--- src/rtl/jpeg_bitstream_packer.sv ---
// Packs variable-length JPEG code words MSB-first into bytes with 0xFF byte stuffing
// and 1-padding on flush; emits a valid/ready byte stream and stalls the encoder.
module jpeg_bitstream_packer #(
  parameter int BUF_BITS     = 64,
  parameter bit STUFF_ENABLE = 1'b1,
  parameter bit PAD_BIT      = 1'b1
) (
  input  logic        clock,
  input  logic        reset,
  input  logic        input_wren,
  input  logic [5:0]  input_length,
  input  logic [31:0] input_data,
  input  logic        flush,
  output logic        in_ready,
  output logic        output_valid,
  output logic [7:0]  output_byte,
  input  logic        output_ready,
  output logic        flush_done,
  output logic        overflow,
  output logic [1:0]  o_dbg_state
);

  localparam int CW = $clog2(BUF_BITS + 1);

  typedef enum logic [1:0] {
    S_RUN   = 2'd0,
    S_PAD   = 2'd1,
    S_DRAIN = 2'd2
  } state_t;

  // Handshakes: a code word (or flush) is taken on a rising edge where it is
  // presented while in_ready is high; a byte is taken on a rising edge where
  // output_valid & output_ready, and output_byte holds still until then.

  state_t              r_state;
  logic [BUF_BITS-1:0] r_bit_buf;
  logic [CW-1:0]       r_bit_count;
  logic                r_stuff_pending;
  logic                r_output_valid;
  logic [7:0]          r_output_byte;
  logic                r_flush_done;
  logic                r_overflow;

  logic [5:0]          w_len;
  logic                w_in_ready;
  logic                w_accept_word;
  logic                w_accept_flush;
  logic                w_load;
  logic                w_take;
  logic [7:0]          w_top_byte;
  logic [CW-1:0]       w_count_base;
  logic [2:0]          w_pad_len;
  logic [5:0]          w_add_len;
  logic [BUF_BITS-1:0] w_add_bits;
  logic                w_drain_done;

  assign w_len          = (input_length > 6'd32) ? 6'd32 : input_length;
  assign w_in_ready     = (r_state == S_RUN) && (r_bit_count <= CW'(BUF_BITS - 32));
  assign w_accept_word  = input_wren & w_in_ready;
  assign w_accept_flush = flush & w_in_ready;

  // The buffer is right-aligned: the oldest bit sits at index bit_count-1.
  assign w_load       = !r_output_valid | output_ready;
  assign w_take       = w_load & !r_stuff_pending & (r_bit_count >= CW'(8));
  assign w_top_byte   = 8'(r_bit_buf >> (r_bit_count - CW'(8)));
  assign w_count_base = r_bit_count - (w_take ? CW'(8) : CW'(0));
  assign w_pad_len    = 3'd0 - w_count_base[2:0];

  always_comb begin
    w_add_len  = 6'd0;
    w_add_bits = '0;
    if (w_accept_word) begin
      w_add_len  = w_len;
      w_add_bits = {{(BUF_BITS-32){1'b0}}, input_data} & ~({BUF_BITS{1'b1}} << w_len);
    end else if (r_state == S_PAD) begin
      w_add_len  = {3'b000, w_pad_len};
      w_add_bits = PAD_BIT ? ~({BUF_BITS{1'b1}} << w_pad_len) : '0;
    end
  end

  assign w_drain_done = (r_state == S_DRAIN) && (r_bit_count == '0) &&
                        !r_stuff_pending && w_load;

  always_ff @(posedge clock) begin
    if (reset) begin
      r_state         <= S_RUN;
      r_bit_buf       <= '0;
      r_bit_count     <= '0;
      r_stuff_pending <= 1'b0;
      r_output_valid  <= 1'b0;
      r_output_byte   <= 8'h00;
      r_flush_done    <= 1'b0;
      r_overflow      <= 1'b0;
    end else begin
      r_flush_done <= 1'b0;
      if ((input_wren | flush) & !w_in_ready) r_overflow <= 1'b1;

      if (w_load) begin
        if (r_stuff_pending) begin
          r_output_byte   <= 8'h00;
          r_output_valid  <= 1'b1;
          r_stuff_pending <= 1'b0;
        end else if (w_take) begin
          r_output_byte  <= w_top_byte;
          r_output_valid <= 1'b1;
          if (STUFF_ENABLE && (w_top_byte == 8'hFF)) r_stuff_pending <= 1'b1;
        end else begin
          r_output_valid <= 1'b0;
        end
      end

      r_bit_buf   <= (r_bit_buf << w_add_len) | w_add_bits;
      r_bit_count <= w_count_base + CW'(w_add_len);

      case (r_state)
        S_RUN:   if (w_accept_flush) r_state <= S_PAD;
        S_PAD:   r_state <= S_DRAIN;
        S_DRAIN: begin
          if (w_drain_done) begin
            r_flush_done <= 1'b1;
            r_state      <= S_RUN;
          end
        end
        default: r_state <= S_RUN;
      endcase
    end
  end

  assign in_ready     = w_in_ready;
  assign output_valid = r_output_valid;
  assign output_byte  = r_output_byte;
  assign flush_done   = r_flush_done;
  assign overflow     = r_overflow;
  assign o_dbg_state  = r_state;

endmodule

--- config.mk ---
export PLATFORM = sky130hd
export DESIGN_NAME = jpeg_bitstream_packer
export DESIGN_NICKNAME = d
export VERILOG_FILES = /design/src/rtl/jpeg_bitstream_packer.sv
export SDC_FILE = /design/constraint.sdc
export NUM_CORES = 1
export LEC_CHECK = 0
export CORE_AREA = 2 2 169 171
export CTS_CLUSTER_SIZE = 25
export DETAILED_ROUTE_END_ITERATION = 10
export DIE_AREA = 0 0 171 173
export PLACE_DENSITY = 0.58
export SLEW_MARGIN = 20
export SYNTH_ARGS = -nofsm -noshare
export SYNTH_HDL_FRONTEND = slang
export SYNTH_SLANG_ARGS = --single-unit
export TNS_END_PERCENT = 100
--- constraint.sdc ---
create_clock -name clock -period 14.1 [get_ports clock]
set_clock_uncertainty 0.15 [all_clocks]
set_input_delay 3.525 -clock clock [delete_from_list [all_inputs] [get_ports clock]]
set_output_delay 3.525 -clock clock [all_outputs]
set_load 0.01 [all_outputs]
## Word level (Yosys, flattened, before mapping)

Cells that the tools add are included.

- $add $sub $neg: 4
- Magnitude comparators: 3
- Eq/ne operators: 5
- Shift operators: 4
- Muxes and demuxes: 17
- Bitwise gates (word level): 12
- Reductions and logical operators: 13

Operators by type and width:

| kind | number |
|---|---|
| 2-to-1 mux 64 bit | 2 |
| NOT 64 bit | 2 |
| AND 32 x 64 -> 64 bit | 1 |
| OR 64 bit | 1 |
| left shift 64 x 3 -> 64 bit (first input constant) | 1 |
| left shift 64 x 6 -> 64 bit | 1 |
| left shift 64 x 6 -> 64 bit (first input constant) | 1 |
| right shift 64 x 7 -> 8 bit | 1 |
| 2-to-1 mux 8 bit | 2 |
| 2-to-1 mux 6 bit | 2 |
| == test 8 bit (second input constant) | 1 |
| adder 7 x 6 -> 7 bit | 1 |
| greater-or-equal comparator 7 x 4 -> 1 bit (second input constant) | 1 |
| less-or-equal comparator 7 x 6 -> 1 bit (second input constant) | 1 |
| logical NOT 7 bit | 1 |
| subtractor 7 x 4 -> 7 bit | 1 |
| subtractor 7 x 4 -> 7 bit (second input constant) | 1 |
| > comparator 6 bit (second input constant) | 1 |
| 2-to-1 mux 1 bit | 6 |
| case mux 2 bit (3 select lines) | 1 |
| AND 1 bit | 5 |
| logical AND 1 bit | 4 |
| 2-to-1 mux 2 bit | 2 |
| 2-to-1 mux 4 bit | 1 |
| other kinds (12) | 17 |

- Bits in registers: 85
- Output and inout bits: 14

## Logic depth before layout (Yosys ltp)

- Depth after elaboration: 12
- Gate-level depth with buffers: 22
- Gate-level depth less buffers: 14

## Least setup slack after synthesis

No wires, ideal clock.

- Kind: input-to-reg
- Start: input input_wren
- End: register r_bit_count[6]
- Library setup time: 0.128 ns
- Arrival time: 6.965 ns
- Required time: 13.822 ns
- Slack: 6.858 ns
- Cell stages on the path: 17
- Cells stage by stage: clkbuf_1 -> nand2_1 -> a2111oi_4 -> or2_1 -> buf_6 -> buf_4 -> buf_2 -> buf_2 -> nand2_1 -> fa_1 -> inv_1 -> a21oi_1 -> maj3_1 -> maj3_1 -> maj3_1 -> xnor2_1 -> nor2_1

- Cells in the longest elaborated chain, start to end: 3

Ends and longest elaborated chain:

| what | RTL line | source |
|---|---|---|
| start: declaration | 10 | `input logic input_wren,` |
| AND 1 bit | 59 | `assign w_accept_word = input_wren & w_in_ready;` |
| 2-to-1 mux 6 bit | 72 | `if (w_accept_word) begin` |
| adder 7 x 6 -> 7 bit | 113 | `r_bit_count <= w_count_base + CW'(w_add_len);` |
| end signal: assignment | 113 |  |
| end: declaration | 37 | `logic [CW-1:0] r_bit_count;` |

No other way between the ends.
A chain may end at the register's enable or synchronous reset.

## Worst setup path after layout

- Start: input input_length[5]
- End: register r_bit_buf[11]

- Cells in the longest elaborated chain, start to end: 7
- Elaborated cells between the ends (all ways): 9

Ends and longest elaborated chain:

| what | RTL line | source |
|---|---|---|
| start: declaration | 11 | `input logic [5:0] input_length,` |
| > comparator 6 bit | 57 | `assign w_len = (input_length > 6'd32) ? 6'd32 : input_length;` |
| 2-to-1 mux 6 bit * | 57 |  |
| left shift 64 x 6 -> 64 bit | 74 | `w_add_bits = {{(BUF_BITS-32){1'b0}}, input_data} & ~({BUF_BITS{1'b1}} << w_len);` |
| NOT 64 bit | 74 |  |
| AND 32 x 64 -> 64 bit | 74 |  |
| 2-to-1 mux 64 bit | 72 |  |
| OR 64 bit * | 112 | `r_bit_buf <= (r_bit_buf << w_add_len) \| w_add_bits;` |
| end signal: assignment | 112 |  |
| end: declaration | 36 | `logic [BUF_BITS-1:0] r_bit_buf;` |

Mark *: on every way between the ends. The rest lies on a longest branch, timed or not.

==> results.cfg <==
[outcome]
status = finished, final reports clean

[pwr]
irDropWorstVdd_mv = 0.0808
power_density_mw_per_mm2 = 190
pwr-share-clk = 0.117
p_int_w = 0.000998
combPwrFrac = 0.649
p_sw_frac = 0.557
p_seq_frac = 0.234
p_leak_nw = 3.93
switchingPower_w = 0.00126

[clock_network]
insertion_delay_ns = 0.38
cts_max_path_buffers = 2
hold_buffers = 0
cts_tree = done
cts.sinks = 85
clk_pin_slew_worst_paths_ns = 0.08
cts-resized-gates = 0
cts_setup_buffers = 0
numCtsBuffers = 9
cts_max_level = 3
cts_root_buf = clkbuf_16

[detailed_routing]
drc = 0
wirelength_mm = 52.8
first_iter_violations = 2039
drtAntennaViolNets = 0
vias = 12700
viasPerCell = 7.26
first_pass_iters = 6
wire_per_inst_um = 30.2

[critical_path]
crit_chain = clkdlybuf4s50_1 -> and3b_1 -> o211a_1 -> buf_4 -> nor2_2 -> inv_2 -> buf_4 -> mux2i_1 -> mux2i_1 -> mux2i_1 -> a211oi_1 -> a41o_1
cp.arrival_ns = 7.89
worstSetupPathType = input port to register
slowest_stage = clkdlybuf4s50_1
slowest_delay_ns = 0.83
ff2ff_setup_slack_ns = 8.21
crit_required_ns = 14.22
cp-start-kind = input port
cpMostUsedCell = mux2i_1
crit_fanout = 42
endpoint_kind = register

[synthesis]
synth_cell_types = 93
yosysSeqAreaShare = 0.156
syn_area_sq_mm = 0.0109
syn_nets = 1462
synth-seq-cells = 85
synth_edf_count = 0
async_flop_share = 0
synth_ff_type = dfxtp_1
syn-mean-instance-area_sq_um = 7.75
ys_warn_count = 0
syn-instance-count = 1407

[timing]
drv_slew = 0
rsz0062_at_grt = no
max-slew-margin-rel = 0.271
period_minus_slack_ns = 7.77
tightest_slew_ns = 1.09
setup_viol = 0
setup_tns_ns = 0
max_freq_ghz = 0.129
hold_viol = 0
fin_crit_sh = 0.551

[layout]
fin_util = 0.429
area_growth_pct = 8.81
fin_nets = 1420
drive_gt1_frac = 0.122

[placement]
io_buffers = 56
hpwl_mm = 37.9
place_congestion = 1.07

[floorplan]
die_w_um = 171
ioPinCount = 57
fp-row-count = 61
core_area_sq_mm = 0.0276
die_h_um = 173
initial_core_util = 0.394
dieArea_sq_mm = 0.0296

[global_route]
antenna_found_initial = 0
grt_pass1_vias = 11800
grt_pass1_wl_mm = 77.9
grt_max_degree = 77
grt_remaining_overflow = 0
track_usage = 0.352

[run]
drv_cap = 0

[hold_path]
hp-class = register to register
==> worst max-delay path, delay by kind of cell <==
| family | cells | cell delay (ns) |
|---|---|---|
| and+or+nand+nor | 2 | 0.48 |
| buffers and inverters | 4 | 1.75 |
| muxes | 3 | 1.48 |
| AOI/OAI and AO/OA | 3 | 0.58 |
==> cell families (layout without fill, tap and decap cells) <==
logic type	count (synthesis)	count (layout)	share of synthesized area
adder cells (fa/ha/maj)	17	17	0.0193
flip-flops	85	85	0.156
AND/OR/NAND/NOR	477	477	0.206
AO/OA/AOI/OAI	471	471	0.308
XOR/XNOR	14	14	0.0113
buffers and inverters	161	124	0.0642
other	0	1	0
multiplexers	182	182	0.235
==> final timing paths <==
| check | to | cells past startpoint | startpoint |
|---|---|---|---|
| worst max-delay path | r_bit_buf[11] | 12 | input_length[5] |
| worst min-delay path | output_byte[1] | 2 | output_byte[1] |
| worst max register to register | r_bit_buf[45] | 11 | r_bit_count[0] |
| worst min register to register | output_byte[1] | 2 | output_byte[1] |
==> cell usage in the layout, fill, tap and decap left out, types with 8 or more instances in the layout <==
cell / netlist / routed
mux2i_1: 94 / 94
a22oi_1: 25 / 25
a21oi_1: 79 / 79
and3_1: 31 / 31
ha_1: 11 / 11
dfxtp_1: 85 / 83
a211oi_1: 35 / 35
o22ai_1: 24 / 24
a311oi_1: 8 / 8
nor2_1: 100 / 98
o211ai_1: 35 / 35
nor3_1: 25 / 25
nand2_1: 143 / 143
clkdlybuf4s50_1: 0 / 55
mux4_2: 56 / 56
nand3_1: 109 / 109
clkbuf_16: 0 / 9
nor2b_1: 9 / 9
nand4_1: 12 / 12
buf_4: 5 / 26
o221ai_1: 10 / 10
a21boi_0: 9 / 9
inv_1: 20 / 20
o21ai_0: 79 / 79
and2_1: 19 / 19
xnor2_1: 10 / 10
mux2_2: 31 / 31
a31oi_1: 16 / 16
a21o_1: 9 / 9
o21ai_1: 19 / 19
a221oi_1: 11 / 11
==> final cells by class <==
cell class                 instances  area, sq um
fill                            2929        15800
clock inverter                     7         91.3
multi-input combinational       1161         8510
inverter                          26         97.6
tap                              378          473
sequential                        85         1710
timing repair buffer              82          751
antenna                            1         2.50
clock buffer                       9          225
==> cells in the mapped netlist (19+ instances only) <==
| cell type | count | area share |
|---|---|---|
| a211oi_1 | 35 | 0.024 |
| a21oi_1 | 79 | 0.036 |
| a22oi_1 | 25 | 0.017 |
| and2_1 | 19 | 0.011 |
| and3_1 | 31 | 0.018 |
| buf_2 | 30 | 0.014 |
| clkbuf_1 | 78 | 0.027 |
| dfxtp_1 | 85 | 0.16 |
| inv_1 | 20 | 0.0069 |
| mux2_2 | 31 | 0.032 |
| mux2i_1 | 94 | 0.086 |
| mux4_2 | 56 | 0.12 |
| nand2_1 | 143 | 0.049 |
| nand3_1 | 109 | 0.050 |
| nor2_1 | 100 | 0.034 |
| nor3_1 | 25 | 0.011 |
| o211ai_1 | 35 | 0.024 |
| o21ai_0 | 79 | 0.036 |
| o21ai_1 | 19 | 0.0087 |
| o22ai_1 | 24 | 0.014 |
==> flip-flops by register name, summed over array words and instances, names as in the netlist <==
signal / cells
output_valid: 1
r_bit_buf: 64
flush_done: 1
output_byte: 8
overflow: 1
o_dbg_state: 2
r_stuff_pending: 1
r_bit_count: 7
==> metrics by stage <==
stage	cells	hold slack, ns	power, W	instance area, sq um	setup slack [ns]
floorplan	1407	0.312	0.00142	10900	6.86
global placement	1732	0.292	0.00193	11500	6.11
detailed placement	1732	0.296	0.00192	11500	6.05
CTS	1748	0.307	0.00219	11900	6.44
global route	1748	0.337	0.00235	11900	6.17
finish	1749	0.307	0.00225	11900	6.33
==> metal layers <==
layer / track usage / part of all wire / wire [um]
met5: 0 / 0 / 0
met4: 0.201 / 0.066 / 3510
met3: 0.0883 / 0.12 / 6390
met2: 0.503 / 0.42 / 22000
met1: 0.478 / 0.40 / 20900
==> power groups by stage <==
stage	sequential, W	clock [W]	combinational, W
floorplan	0.000396	0	0.00103
global placement	0.000513	0	0.00141
detailed placement	0.000511	0	0.00141
CTS	0.000505	0.000264	0.00142
global route	0.000523	0.000271	0.00155
finish	0.000528	0.000264	0.00146
Power figures use the tool's default switching activity.
